File: src/rtl/memory_access_pkg.sv
// memory_access_pkg: funct3 size codes, MEM-stage FSM states and lane helpers.
package memory_access_pkg;

    localparam logic [2:0] SZ_B  = 3'b000;
    localparam logic [2:0] SZ_H  = 3'b001;
    localparam logic [2:0] SZ_W  = 3'b010;
    localparam logic [2:0] SZ_BU = 3'b100;
    localparam logic [2:0] SZ_HU = 3'b101;

    typedef enum logic {IDLE = 1'b0, ACCESS = 1'b1} state_t;

    function automatic logic is_byte(input logic [2:0] s);
        return s == SZ_B || s == SZ_BU;
    endfunction

    function automatic logic is_half(input logic [2:0] s);
        return s == SZ_H || s == SZ_HU;
    endfunction

    // Any code that is neither byte nor half behaves as a word access.
    function automatic logic [3:0] lane_strb(input logic [2:0] s, input logic [1:0] o);
        return is_byte(s) ? 4'b0001 << o : is_half(s) ? 4'b0011 << {o[1], 1'b0} : 4'hF;
    endfunction

    function automatic logic [31:0] lane_wdata(input logic [2:0] s, input logic [31:0] d);
        return is_byte(s) ? {4{d[7:0]}} : is_half(s) ? {2{d[15:0]}} : d;
    endfunction

    function automatic logic misaligned(input logic [2:0] s, input logic [1:0] o);
        return is_half(s) ? o[0] : is_byte(s) ? 1'b0 : o != 2'b00;
    endfunction

    function automatic logic [1:0] force_off(input logic [2:0] s, input logic [1:0] o);
        return is_half(s) ? {o[1], 1'b0} : is_byte(s) ? o : 2'b00;
    endfunction

endpackage

File: src/rtl/memory_access_if.sv
// memory_access_if: req/ack data-memory bus between the MEM stage and data memory.
interface memory_access_if #(
    parameter int ADDR_W = 32,
    parameter int DATA_W = 32
);
    logic              req;
    logic              we;
    logic              ack;
    logic [ADDR_W-1:0] addr;
    logic [DATA_W-1:0] wdata;
    logic [DATA_W-1:0] rdata;
    logic [DATA_W/8-1:0] wstrb;

    modport master(output req, we, addr, wdata, wstrb, input ack, rdata);
    modport slave(input req, we, addr, wdata, wstrb, output ack, rdata);
endinterface

File: src/rtl/memory_access_load_align.sv
// memory_access_load_align: picks the addressed byte/half out of a read word and extends it.
module memory_access_load_align
    import memory_access_pkg::*;
(
    input  logic [31:0] i_rdata,
    input  logic [1:0]  i_off,
    input  logic [2:0]  i_size,
    output logic [31:0] o_data
);
    logic [7:0]  w_byte;
    logic [15:0] w_half;

    assign w_byte = i_rdata[{i_off, 3'b000} +: 8];
    assign w_half = i_off[1] ? i_rdata[31:16] : i_rdata[15:0];
    assign o_data = i_size == SZ_B  ? {{24{w_byte[7]}}, w_byte} :
                    i_size == SZ_BU ? {24'h0, w_byte} :
                    i_size == SZ_H  ? {{16{w_half[15]}}, w_half} :
                    i_size == SZ_HU ? {16'h0, w_half} : i_rdata;
endmodule

File: src/rtl/memory_access.sv
// memory_access: MEM stage with req/ack data-memory FSM and MEM/WB register.
// Define MEMORY_MISALIGN_TRAP_EN to trap misaligned H/W accesses instead of forcing alignment.
module memory_access
    import memory_access_pkg::*;
#(
    parameter int ADDR_W = 32,
    parameter int DATA_W = 32
) (
    input  logic              clk,
    input  logic              rst,
    input  logic              in_MemRead,
    input  logic              in_MemWrite,
    input  logic              in_RegWrite,
    input  logic [4:0]        in_RegDest,
    input  logic              in_MemToReg,
    input  logic [2:0]        in_MemSize,
    input  logic [DATA_W-1:0] in_result,
    input  logic [DATA_W-1:0] in_rs2_value,
    output logic              mem_stall,
    memory_access_if.master   dmem,
    output logic              out_RegWrite,
    output logic [4:0]        out_RegDest,
    output logic              out_MemToReg,
    output logic [DATA_W-1:0] out_AluResult,
    output logic [DATA_W-1:0] out_data_out,
    output logic              out_misaligned
);
    state_t            r_state, w_next;
    logic              w_mem_op, w_trap, w_go;
    logic [1:0]        w_off;
    logic [DATA_W-1:0] w_load;
    logic              r_we, r_rw, r_m2r;
    logic [4:0]        r_rd;
    logic [2:0]        r_size;
    logic [1:0]        r_off;
    logic [3:0]        r_wstrb;
    logic [DATA_W-1:0] r_wdata, r_result;

    always_comb begin
        w_mem_op = in_MemRead | in_MemWrite;
`ifdef MEMORY_MISALIGN_TRAP_EN
        w_trap   = w_mem_op & misaligned(in_MemSize, in_result[1:0]);
        w_off    = in_result[1:0];
`else
        w_trap   = 1'b0;
        w_off    = force_off(in_MemSize, in_result[1:0]);
`endif
        w_go     = r_state == IDLE && w_mem_op && !w_trap;
        w_next   = r_state == IDLE ? (w_go ? ACCESS : IDLE) : (dmem.ack ? IDLE : ACCESS);
    end

    assign mem_stall  = r_state == ACCESS;
    assign dmem.req   = mem_stall;
    assign dmem.we    = r_we;
    assign dmem.addr  = {r_result[ADDR_W-1:2], 2'b00};
    assign dmem.wdata = r_wdata;
    assign dmem.wstrb = r_wstrb;

    memory_access_load_align u_align (
        .i_rdata(dmem.rdata),
        .i_off  (r_off),
        .i_size (r_size),
        .o_data (w_load)
    );

    always_ff @(posedge clk or negedge rst) begin
        if (!rst) r_state <= IDLE;
        else      r_state <= w_next;
    end

    always_ff @(posedge clk or negedge rst) begin
        if (!rst) begin
            r_we     <= 1'b0;
            r_rw     <= 1'b0;
            r_m2r    <= 1'b0;
            r_rd     <= '0;
            r_size   <= '0;
            r_off    <= '0;
            r_wstrb  <= '0;
            r_wdata  <= '0;
            r_result <= '0;
        end else if (w_go) begin
            r_we     <= in_MemWrite;
            r_rw     <= in_RegWrite;
            r_m2r    <= in_MemToReg;
            r_rd     <= in_RegDest;
            r_size   <= in_MemSize;
            r_off    <= w_off;
            r_wstrb  <= in_MemWrite ? lane_strb(in_MemSize, w_off) : 4'h0;
            r_wdata  <= lane_wdata(in_MemSize, in_rs2_value);
            r_result <= in_result;
        end
    end

    // A memory op (or trap) places a bubble; the real record lands on the ack edge.
    always_ff @(posedge clk or negedge rst) begin
        if (!rst) begin
            out_RegWrite   <= 1'b0;
            out_RegDest    <= '0;
            out_MemToReg   <= 1'b0;
            out_AluResult  <= '0;
            out_data_out   <= '0;
            out_misaligned <= 1'b0;
        end else if (r_state == IDLE) begin
            out_RegWrite   <= in_RegWrite & ~w_mem_op;
            out_RegDest    <= in_RegDest;
            out_MemToReg   <= in_MemToReg;
            out_AluResult  <= in_result;
            out_data_out   <= '0;
            out_misaligned <= w_trap;
        end else if (dmem.ack) begin
            out_RegWrite   <= r_rw;
            out_RegDest    <= r_rd;
            out_MemToReg   <= r_m2r;
            out_AluResult  <= r_result;
            out_data_out   <= r_we ? '0 : w_load;
            out_misaligned <= 1'b0;
        end
    end
endmodule

File: src/flat_wrapper.sv
// flat-port wrapper written by rule: the top's interface ports become plain ports
module memory_access_flat import memory_access_pkg::*;
#(
    parameter int ADDR_W = 32,
    parameter int DATA_W = 32
)
  (clk, rst, in_MemRead, in_MemWrite, in_RegWrite, in_RegDest, in_MemToReg, in_MemSize, in_result, in_rs2_value, mem_stall, out_RegWrite, out_RegDest, out_MemToReg, out_AluResult, out_data_out, out_misaligned, dmem_req, dmem_we, dmem_addr, dmem_wdata, dmem_wstrb, dmem_ack, dmem_rdata);
  memory_access_if #(.ADDR_W(ADDR_W), .DATA_W(DATA_W)) dmem_i ();
  input  logic clk;
  input  logic rst;
  input  logic in_MemRead;
  input  logic in_MemWrite;
  input  logic in_RegWrite;
  input  logic [4:0] in_RegDest;
  input  logic in_MemToReg;
  input  logic [2:0] in_MemSize;
  input  logic [DATA_W-1:0] in_result;
  input  logic [DATA_W-1:0] in_rs2_value;
  output logic mem_stall;
  output logic out_RegWrite;
  output logic [4:0] out_RegDest;
  output logic out_MemToReg;
  output logic [DATA_W-1:0] out_AluResult;
  output logic [DATA_W-1:0] out_data_out;
  output logic out_misaligned;
  output wire logic [$bits(dmem_i.req)-1:0] dmem_req;
  output wire logic [$bits(dmem_i.we)-1:0] dmem_we;
  output wire logic [$bits(dmem_i.addr)-1:0] dmem_addr;
  output wire logic [$bits(dmem_i.wdata)-1:0] dmem_wdata;
  output wire logic [$bits(dmem_i.wstrb)-1:0] dmem_wstrb;
  input wire logic [$bits(dmem_i.ack)-1:0] dmem_ack;
  input wire logic [$bits(dmem_i.rdata)-1:0] dmem_rdata;
  assign dmem_req = dmem_i.req;
  assign dmem_we = dmem_i.we;
  assign dmem_addr = dmem_i.addr;
  assign dmem_wdata = dmem_i.wdata;
  assign dmem_wstrb = dmem_i.wstrb;
  assign dmem_i.ack = dmem_ack;
  assign dmem_i.rdata = dmem_rdata;
  memory_access #(.ADDR_W(ADDR_W), .DATA_W(DATA_W)) u_core (.clk(clk), .rst(rst), .in_MemRead(in_MemRead), .in_MemWrite(in_MemWrite), .in_RegWrite(in_RegWrite), .in_RegDest(in_RegDest), .in_MemToReg(in_MemToReg), .in_MemSize(in_MemSize), .in_result(in_result), .in_rs2_value(in_rs2_value), .mem_stall(mem_stall), .dmem(dmem_i), .out_RegWrite(out_RegWrite), .out_RegDest(out_RegDest), .out_MemToReg(out_MemToReg), .out_AluResult(out_AluResult), .out_data_out(out_data_out), .out_misaligned(out_misaligned));
endmodule
File: config.mk
export PLATFORM = sky130hd
export DESIGN_NAME = memory_access_flat
export DESIGN_NICKNAME = d
export VERILOG_FILES = /design/src/rtl/memory_access_pkg.sv /design/src/rtl/memory_access_if.sv /design/src/rtl/memory_access_load_align.sv /design/src/rtl/memory_access.sv /design/src/flat_wrapper.sv
export SDC_FILE = /design/constraint.sdc
export NUM_CORES = 1
export LEC_CHECK = 0
export CAP_MARGIN = 0
export CELL_PAD_IN_SITES_DETAIL_PLACEMENT = 1
export CELL_PAD_IN_SITES_GLOBAL_PLACEMENT = 2
export CORE_ASPECT_RATIO = 0.8
export CORE_MARGIN = 2
export CORE_UTILIZATION = 30
export CTS_CLUSTER_DIAMETER = 100
export DETAILED_ROUTE_END_ITERATION = 6
export HOLD_SLACK_MARGIN = 0.12
export MAX_ROUTING_LAYER = met4
export PLACE_DENSITY = 0.83
export SYNTH_ARGS = -nofsm -noshare
export SYNTH_HDL_FRONTEND = slang
export SYNTH_SLANG_ARGS = --single-unit
File: constraint.sdc
create_clock -name clk -period 3.28 [get_ports clk]
set_clock_uncertainty 0.15 [all_clocks]
set_input_delay 0.656 -clock clk [delete_from_list [all_inputs] [get_ports clk]]
set_output_delay 0.656 -clock clk [all_outputs]
set_load 0.03 [all_outputs]
==> impl_results.md <==
- CP Capture Type: output port
- Critical-path top delay cell: clkdlybuf4s50_1
- Worst slew pin tran: a little over 1 ns
- Final WL: roughly 23000 um
- Startpoint types: flop
- Clock Tree Buf Depth: 2
- Most frequent cells in the layout: clkdlybuf4s50_1, dfrtp_1, nor2_1
- Chip width: around 180 um
- Sequential cell area fraction in the yosys report: a little over half
- DR iter-0 viols: about 360
- Routed wire per std cell: ~19 um
- Post-DP HPWL: 16120 um
- Simple-Gate Fraction of Synth Area: 8.465%
- Mapped Cells: between 600 and 700
- Layout net count: about 1000
- Netlist cell types: 38
- Min-delay worst type: flop to flop
- Achievable Freq: about 370 MHz
- Total core area: ~0.024 mm2
- Max-cap violations: 0
- CTS root buf: clkbuf_16
- Num Clock Sinks: 153
- Slew HR: 32.75%
- Vias in the first global route: 6057
- Synth Area in Compound Gates: 13.21%
- IR Drop Worst-Case VDD: between 0.3 and 0.4 mV
- Power per cell area: between 800 and 900 mW/mm2
- Top Ports: 254
- CP cell instances: clkdlybuf4s50_1
- Die Span Y: roughly 140 um
- Worst skew pair latency: ~0.42 ns
- DRC: 0
- GP Congestion: just under 0.8
- Gr usage total: 18.21%
- Pins over their slew limit: 0
- Status: completed
- Number of buffers added for setup after CTS: 0
- CP Data Required Time: 2.47 ns
- Setup CP Type: flop to output port
- First-pass GRT wire length: 34760 um
- Setup violators final: 0
- Mux contribution to synthesized area: about a fifth
- Post-CTS resize count: 0
- Syn-to-layout area delta: 44.88%
- Leakage power: 4.460 nW
- Utilization after layout: a little over two fifths
- Final ANT Viol Nets: 0
- CTS Hold Bufs: 1
- Area after DPL: between 0.009 and 0.01 mm2
- Fin area: between 0.01 and 0.015 mm2
- GR Overflow Total: 0
- Vias/cell: about 4.8
- Tot Pwr: about 9 mW
- Crit share post-route: between 80% and 90%
- Port bufs: 250
- Arrival time of the worst setup path: 1.92 ns
- Die Area: 0.02561 mm2
- CP Buf/Inv Count: 1
- Site row count: just over 50
- Starting Density: 30.27%
- Crit path max fanout: 27
- Yosys reg bits: around 150
- Warnings, synthesis: 0
- Initial antenna violation count: 1
- Clk slew on worst S/H paths: around 0.060 ns
- Adder-cell share of the synthesized area: 0%
- Xor/xnor share of the synthesized area: 0%
- Main combinational cell family by area after synthesis: multiplexers
- Worst path max stage delay: roughly 0.78 ns
- # H-tree levels: 4
- Final hold violation count: 0
- Mapped Area: 0.007302 mm2
- Vias after detailed routing: 5898
- CTS Buf Count: 17
- Mean post-synth cell area: 10.75 um2
- Min Clock Period, post-route: roughly 2.7 ns
- Largest net degree at the start of global routing: 73
- Commonest non-fill, non-tap cell in the layout: clkdlybuf4s50_1
- Setup TNS: 0 ns
- RSZ-0062 raised after global routing: false
- CTS tree: yes
- CP top delay family: buffers and inverters
- Layout cells sized above 1: between 10% and 20%
- Pre-Repair DR Iteration Count: 4
-- worst min-delay path: cells and delay by family, from the launching register on --
kind	cells	cell delay [ns]
simple gates	2	0.10
flops	1	0.35
-- routing by layer --
| layer | share of wire, % | up-vias | GRT usage (%) |
|---|---|---|---|
| met5 | 0 | - | - |
| met4 | 0.83 | 0 | 4.279 |
| met3 | 9.1 | 11 | 6.614 |
| met2 | 46 | 182 | 27.90 |
| met1 | 44 | 2929 | 23.02 |
| li1 | - | 2776 | - |
-- power by group --
group / total, mW / switching [mW] / internal, mW
combinational: 3.91 / 2.24 / 1.68
sequential: 2.90 / 0.413 / 2.49
clock: 2.12 / 0.891 / 1.23
-- cell families after synthesis --
logic type | Yosys count
multiplexers | 123
AO/OA/AOI/OAI | 158
flip-flops | 153
other | 1
AND/OR/NAND/NOR | 150
buffers and inverters | 94
-- cell usage after synthesis --
library cell,n,area (um2)
a21boi_0,6,45.04
a21oi_1,57,285.3
a221o_1,7,70.07
a22o_1,8,70.07
a31oi_1,3,18.77
a32o_1,2,20.02
buf_1,1,3.750
buf_2,8,40.04
buf_4,34,255.2
buf_6,1,11.26
clkbuf_1,38,142.6
conb_1,1,3.750
dfrtp_1,153,3829
inv_1,12,45.04
mux2_2,52,585.6
mux2_4,1,15.01
mux2i_1,63,630.6
mux4_2,7,157.7
nand2_1,61,229.0
nand2b_1,3,18.77
nand3b_1,1,7.510
nand4b_1,1,8.760
nor2_1,70,262.8
nor2b_1,10,62.56
nor3_1,1,5.000
o211a_1,1,10.01
o211ai_1,15,112.6
o21a_1,1,7.510
o21ai_0,38,190.2
o21bai_1,1,7.510
o221ai_1,1,8.760
o22a_1,1,8.760
o22ai_1,15,93.84
o311ai_0,1,8.760
o31ai_1,1,7.510
or2_2,1,6.260
or3_1,1,6.260
or4_4,1,11.26
-- registers in the layout (all words and copies together) (netlist names), 2 cells and up --
name	flops
u_core.dmem.wdata	32
u_core.out_AluResult	32
u_core.out_data_out	32
u_core.r_result	32
u_core.out_RegDest	5
u_core.r_rd	5
u_core.dmem.wstrb	4
u_core.r_size	3
u_core.r_off	2
-- cell type report --
cell class / instances / area [um2]
flip-flops and latches: 153 / 3830
well taps: 318 / 397.9
diodes: 1 / 2.502
multi-input cells: 434 / 2997
clock inverters: 15 / 205.2
inverters: 12 / 45.04
clock buffers: 17 / 425.4
fillers: 2574 / 13540
repair buffers: 270 / 2676
-- path summary, 6_finish.rpt --
path                            slack (ns)                                  end                          startpoint  cells after the start
max in group asynchronous             1.64     u_core.dmem.wstrb[1]$_DFFE_PN0P_                                 rst                      3
min in group asynchronous             0.57      u_core.r_result[30]$_DFFE_PN0P_                                 rst                      2
worst min-delay path                  0.33   u_core.out_data_out[7]$_DFFE_PN0P_  u_core.out_data_out[7]$_DFFE_PN0P_                      2
worst max-delay path                  0.56                             dmem_req           u_core.dmem.req$_DFF_PN0_                      1
worst min register to register        0.33   u_core.out_data_out[7]$_DFFE_PN0P_  u_core.out_data_out[7]$_DFFE_PN0P_                      2
worst max register to register        0.84  u_core.out_data_out[16]$_DFFE_PN0P_           u_core.dmem.req$_DFF_PN0_                      3
-- per-stage QoR --
stage | std cells | setup WS [ns] | hold slack (ns)
6_report | 1220 | 0.5562 | 0.3273
5_1_grt | 1220 | 0.4570 | 0.3560
4_1_cts | 1219 | 0.5051 | 0.3348
3_5_place_dp | 1186 | 0.6168 | 0.3203
3_3_place_gp | 1186 | 0.6290 | 0.3066
2_1_floorplan | 681 | 1.143 | 0.2104
Power figures use the tool's default switching activity.
